===== config.mk =====
export PLATFORM = sky130hd
export DESIGN_NAME = frame_buffer_writer
export DESIGN_NICKNAME = d
export VERILOG_FILES = /design/src/rtl/frame_buffer_writer.sv
export SDC_FILE = /design/constraint.sdc
export NUM_CORES = 1
export LEC_CHECK = 0
export CAP_MARGIN = 40
export CORE_MARGIN = 10
export CORE_UTILIZATION = 45
export DETAILED_ROUTE_END_ITERATION = 16
export PLACE_DENSITY = 0.89
export SETUP_SLACK_MARGIN = 0.1
export SYNTH_ARGS = -nofsm -noshare
export SYNTH_HDL_FRONTEND = slang
export SYNTH_SLANG_ARGS = --single-unit

===== constraint.sdc =====
create_clock -name I_CLK -period 6.55 [get_ports I_CLK]
set_input_delay 0.9825 -clock I_CLK [delete_from_list [all_inputs] [get_ports I_CLK]]
set_output_delay 0.9825 -clock I_CLK [all_outputs]
set_load 0.01 [all_outputs]

===== src/rtl/frame_buffer_writer.sv =====
// frame_buffer_writer: turns a raster pixel stream into circular frame_buffer writes and tracks filled rows
module frame_buffer_writer #(
  parameter int P_COLUMNS = 640,
  parameter int P_ROWS = 3,
  parameter int P_PIXEL_DEPTH = 24
) (
  input  logic                           I_CLK,
  input  logic                           I_RESET,
  input  logic                           I_ENABLE,
  input  logic [P_PIXEL_DEPTH-1:0]       I_PIXEL,
  input  logic                           I_PIXEL_VALID,
  input  logic                           I_FRAME_START,
  output logic                           O_PIXEL_READY,
  input  logic                           I_ROW_CONSUMED,
  output logic [$clog2(P_COLUMNS)-1:0]   O_PIXEL_COL,
  output logic [$clog2(P_ROWS)-1:0]      O_PIXEL_ROW,
  output logic [P_PIXEL_DEPTH-1:0]       O_PIXEL,
  output logic                           O_WRITE_ENABLE,
  output logic                           O_ROW_DONE,
  output logic [$clog2(P_ROWS)-1:0]      O_ROW_INDEX,
  output logic [$clog2(P_ROWS+1)-1:0]    O_ROWS_FILLED,
  output logic                           O_WINDOW_VALID
);
  localparam int CW = $clog2(P_COLUMNS);
  localparam int RW = $clog2(P_ROWS);
  localparam int FW = $clog2(P_ROWS + 1);
  typedef enum logic [1:0] {S_IDLE, S_FILL, S_FULL} state_t;
  state_t r_state;
  logic [CW-1:0] r_col;
  logic [RW-1:0] r_row;
  logic [FW-1:0] r_fill;
  logic w_accept, w_start, w_norm, w_last, w_consume;
  logic [FW-1:0] w_fill_next;
  assign O_PIXEL_READY = !I_RESET && I_ENABLE && r_state != S_FULL;
  assign w_accept = I_PIXEL_VALID && O_PIXEL_READY;
  assign w_start = w_accept && I_FRAME_START;
  assign w_norm = w_accept && !I_FRAME_START && r_state == S_FILL;
  assign w_last = w_norm && r_col == CW'(P_COLUMNS - 1);
  assign w_consume = I_ENABLE && I_ROW_CONSUMED && r_state != S_IDLE && r_fill != '0;
  assign w_fill_next = w_start ? '0 : r_fill + FW'(w_last) - FW'(w_consume);
  assign O_ROWS_FILLED = r_fill;
  assign O_WINDOW_VALID = r_fill == FW'(P_ROWS);
  always_ff @(posedge I_CLK) begin
    if (I_RESET) begin
      r_state <= S_IDLE;
      r_col <= '0;
      r_row <= '0;
      r_fill <= '0;
      O_PIXEL_COL <= '0;
      O_PIXEL_ROW <= '0;
      O_PIXEL <= '0;
      O_WRITE_ENABLE <= 1'b0;
      O_ROW_DONE <= 1'b0;
      O_ROW_INDEX <= '0;
    end else begin
      O_WRITE_ENABLE <= w_start || w_norm;
      O_ROW_DONE <= w_last;
      if (w_start || w_norm) begin
        O_PIXEL_COL <= w_start ? '0 : r_col;
        O_PIXEL_ROW <= w_start ? '0 : r_row;
        O_PIXEL <= I_PIXEL;
        r_col <= w_start ? CW'(1) : w_last ? '0 : r_col + CW'(1);
        r_row <= w_start ? '0 : !w_last ? r_row : r_row == RW'(P_ROWS - 1) ? '0 : r_row + RW'(1);
      end
      if (w_last) O_ROW_INDEX <= r_row;
      if (w_start || r_state != S_IDLE) begin
        r_fill <= w_fill_next;
        r_state <= w_fill_next == FW'(P_ROWS) ? S_FULL : S_FILL;
      end
    end
  end
endmodule

# Word-level counts from Yosys, hierarchy flattened
# Index checks and enable logic that the tools add are counted.
# classes
addsub	4
eq_ne	6
n_mux	9
reduce_logical	18
# op_table
cell	count
$mux W10	3
$mux W2	6
$add A10 B1 Y10 const B	1
$eq A10 B10 Y1 const B	1
$logic_and A1 B1 Y1	10
$eq A2 B2 Y1 const B	3
$reduce_bool A2 Y1	3
$add A2 B1 Y2	1
$add A2 B1 Y2 const B	1
$eq A2 B1 Y1 const B	1
$logic_not A1 Y1	2
$logic_or A1 B1 Y1	2
$ne A2 B2 Y1 const B	1
$reduce_and A2 Y1	1
$sub A2 B1 Y2	1
# word_totals
ff_bits	56
in_bits	30

# Logic depth before layout (Yosys ltp)
# logic_depth
word_depth	12
depth_mapped	12

# Worst setup path before layout
# OpenSTA, ideal clock, no wires.
# synth_path
path_type	input-to-reg
from	input port I_RESET
to	register r_fill[1], in the netlist O_ROWS_FILLED[1]
t_arrival_ns	2.655
path_slack_ns	3.825
path_stages	10
n_path_buf	0
path_cell_list	and3b_1 > nand4_1 > nor2_1 > inv_1 > ha_1 > inv_1 > ha_1 > xnor2_1 > or3_1 > a21oi_1
# synth_between
elab_chain_cells	10
elab_cells_between_ends	12
cone_classes	2 x add/sub; 1 x mux; 9 x reduce/logical
# synth_lines
element	line	rtl
start, declared	8	input logic I_RESET,
$logic_not A1 Y1	34	assign O_PIXEL_READY = !I_RESET && I_ENABLE && r_state != S_FULL;
$logic_and A1 B1 Y1 (2 in series)	34	
$logic_and A1 B1 Y1	35	assign w_accept = I_PIXEL_VALID && O_PIXEL_READY;
$logic_and A1 B1 Y1 (2 in series)	37	assign w_norm = w_accept && !I_FRAME_START && r_state == S_FILL;
$logic_and A1 B1 Y1	38	assign w_last = w_norm && r_col == CW'(P_COLUMNS - 1);
$add A2 B1 Y2	40	assign w_fill_next = w_start ? '0 : r_fill + FW'(w_last) - FW'(w_consume);
$sub A2 B1 Y2	40	
$mux W2	40	
end signal, assigned	67	r_fill <= w_fill_next;
end, declared	31	logic [FW-1:0] r_fill;
# Parallel ways exist; a longest one is shown, timed or not.
# A chain may end at the register's enable or synchronous reset.

# Worst setup path in the final report
# layout_path
from	input port I_RESET
to	output port O_PIXEL_READY
# layout_between
elab_chain_cells	3
# layout_lines
element	line	rtl
$logic_not A1 Y1	34	
$logic_and A1 B1 Y1 (2 in series)	34	
end, declared	13	output logic O_PIXEL_READY,
# Every way passes these cells.

==> out/metrics.cfg <==
[pwr]
design_power_total_mw=0.570
power.density_nw_per_um2=186
p_sw_mw=0.126
p_leak_nw=1.01
power.share.sequential=0.609
p_clk_frac=0.309
max-vdd-ir-drop_mv=0.110
intPower_mw=0.443
switching_share=0.222
pwr-share-comb=0.082

[layout]
drive_gt1_frac=0.0237
final_design_area_no_fill_um2=3050
areaGrowthSynthToFinish_pct=38.5
fin_cells=404
diodes=0
nets=370
regArea_um2=1120
post-route-util=0.647
nFillCells=417
multiInputGateArea_um2=1010

[worst_setup_path]
crit_type=input port to primary output
cp_data_required_time_ns=5.57
endpoint_kind=primary output
crit_chain=clkdlybuf4s50_1 -> buf_4 -> and3b_1 -> clkdlybuf4s50_1
crit_path_top_delay_cell=clkdlybuf4s50_1
worstPathArrival_ns=2.45
cp_max_fo=33
crit_path_frequent_cell=clkdlybuf4s50_1
cp-start-kind=input port
cpPeakStageDelay_ns=0.48

[sta]
finalWorstSetupSlack_ns=3.12
finalCritPeriodShare=0.524
worst_slew_pin_slew_ns=0.805
hold_violations=0
period_minus_slack_ns=3.43
fin_hold_ws_ns=0.458
drv_slew=0
fin_setup_tns_ns=0
worst_slew_margin_rel=0.463
setup_violations=0
fmax_mhz=291
clock_skew_ns=0.00221
rsz0062_at_grt=no

[placement]
dp_slack_ns=2.89
placed_area_um2=2980
hpwlAfterDp_mm=4.18
dp_cells=397
port_buffers=73
gp_congestion=0.838

[clocking]
cts_tree=built
cts_buffers=5
cts_resized=0
clk_pin_slew_ns=0.09
cts_hold_buf=0
htreeDepth=2
clock-sinks=56
clk_path_buf_depth=2
clock_latency_ns=0.30
cts_root_buf=clkbuf_8
cts_setup_buffers=0

[run_status]
outcome=completed

[yosys]
ys_seq_area_frac=0.509
ys_ff_latch=56
synth.distinct_cells=36
avgSynthCellArea_um2=8.20
yosys.area.top_type_share=0.509
syn_nets=302
yosysWarnings=0
yosysTopAreaCell=dfxtp_1
netlist_area_um2=2200
synth_cells=269
synthTopCellsByArea=dfxtp_1, nand2_1, a21oi_1

[floorplanning]
die_x_um=90.0
rows=25
die_area_um2=8100
io_pins=74
die_y_um=90.0
core_area_um2=4720
start_util=0.467

[routing]
via_per_inst=5.20
routed_wl_mm=5.55
drc=0
dr.pass1.iters=4
ant_nets=0
wl_per_cell_um=13.7
drt_iter0_markers=148
vias=2101

[global_routing]
gr-max-usage-layer=met2
grt_pass1_wl_mm=9.43
grtUsageMet1=0.155
grt_overflow=0
grtUsageTotal=0.135
use_met2=0.203
first_global_vias=2004
grtUsageMet3=0.0798
antenna_found_initial=0
grt_start_max_net_pins=34

[hold_path]
hold_path.class=flip-flop to flip-flop

[run]
drv_cap=0

-- path summary, 6_finish.rpt --
check        cells after the start  slack (ns)                to         from
max                              4        3.12     O_PIXEL_READY      I_RESET
min                              2        0.46       O_PIXEL[17]  O_PIXEL[17]
max reg2reg                     11        4.02  O_ROWS_FILLED[1]     r_col[0]
min reg2reg                      2        0.46       O_PIXEL[17]  O_PIXEL[17]
-- final cells by class --
cell class | instances | area share
Sequential cell | 56 | 0.367
Clock inverter | 1 | 0.00164
Timing Repair Buffer | 74 | 0.242
Clock buffer | 6 | 0.0238
Tap cell | 67 | 0.0274
Inverter | 6 | 0.00737
Multi-Input combinational cell | 194 | 0.331
-- worst max-delay path, delay by kind of cell --
kind,cells,cell delay [ns]
simple gates,1,0.22
buf+inv,3,1.24
-- cell usage in the layout (no fill, tap or decap), drive strengths merged, types with 2 or more instances in the layout --
cell type,netlist,final
a31oi,2,2
and3b,2,2
or4,3,3
nand3,7,7
xnor2,5,5
o21ai,8,8
or3,2,2
and3,2,2
and2,3,3
o31ai,2,2
nand2,79,79
ha,3,3
o211ai,2,2
inv,6,6
clkbuf,12,6
a21o,2,2
a211oi,3,3
nor2,8,8
a21oi,46,46
nor3,2,2
nand4,2,2
clkdlybuf4s50,0,73
dfxtp,56,56
-- sequential cells by signal, indices dropped and copies added (netlist names) --
signal,count
O_PIXEL,24
O_ROWS_FILLED,2
r_row,2
O_WRITE_ENABLE,1
r_state,2
O_ROW_INDEX,2
O_ROW_DONE,1
r_col,10
O_PIXEL_ROW,2
O_PIXEL_COL,10
-- logic make-up (layout without fill, tap and decap cells) --
family          Yosys count  after routing  synth area share
compound gates           69             69             0.175
xor+xnor                  6              6            0.0306
fa+ha+maj                 3              3            0.0170
buf+inv                  19             87            0.0329
flops                    56             56             0.509
simple gates            116            116             0.236
-- metal layers --
layer | share of wire | vias to the layer above
met5 | 0 | -
met2 | 0.45 | 85
met4 | 0.015 | 0
met3 | 0.13 | 11
li1 | - | 1057
met1 | 0.41 | 948
-- power groups by stage --
stage | clock network (mW) | logic [mW] | registers (mW)
2_1_floorplan | 0 | 0.0148 | 0.356
3_3_place_gp | 0 | 0.0466 | 0.355
3_5_place_dp | 0 | 0.0469 | 0.355
4_1_cts | 0.179 | 0.0471 | 0.347
5_1_grt | 0.193 | 0.0512 | 0.347
6_report | 0.176 | 0.0467 | 0.347
-- Yosys cell counts --
library cell / count
and3b_1: 2
o21bai_1: 1
and2_1: 2
buf_2: 1
or3b_1: 1
a211o_1: 1
xor3_1: 1
a211oi_1: 3
and4_1: 1
ha_1: 3
o21ai_0: 7
nor3_1: 2
o211ai_1: 2
a21oi_1: 46
o31ai_1: 2
and2_0: 1
nand3_1: 7
or4_1: 3
nand4_1: 2
inv_1: 6
a2111oi_0: 1
nand3b_1: 1
dfxtp_1: 56
o21ai_1: 1
nand4b_1: 1
nor2_1: 8
or3_1: 2
a31oi_1: 2
xnor2_1: 5
nor3b_2: 1
nand2b_1: 1
nand2_1: 79
clkbuf_1: 12
a41o_1: 1
and3_1: 2
a21o_1: 2
Power figures use the tool's default switching activity.
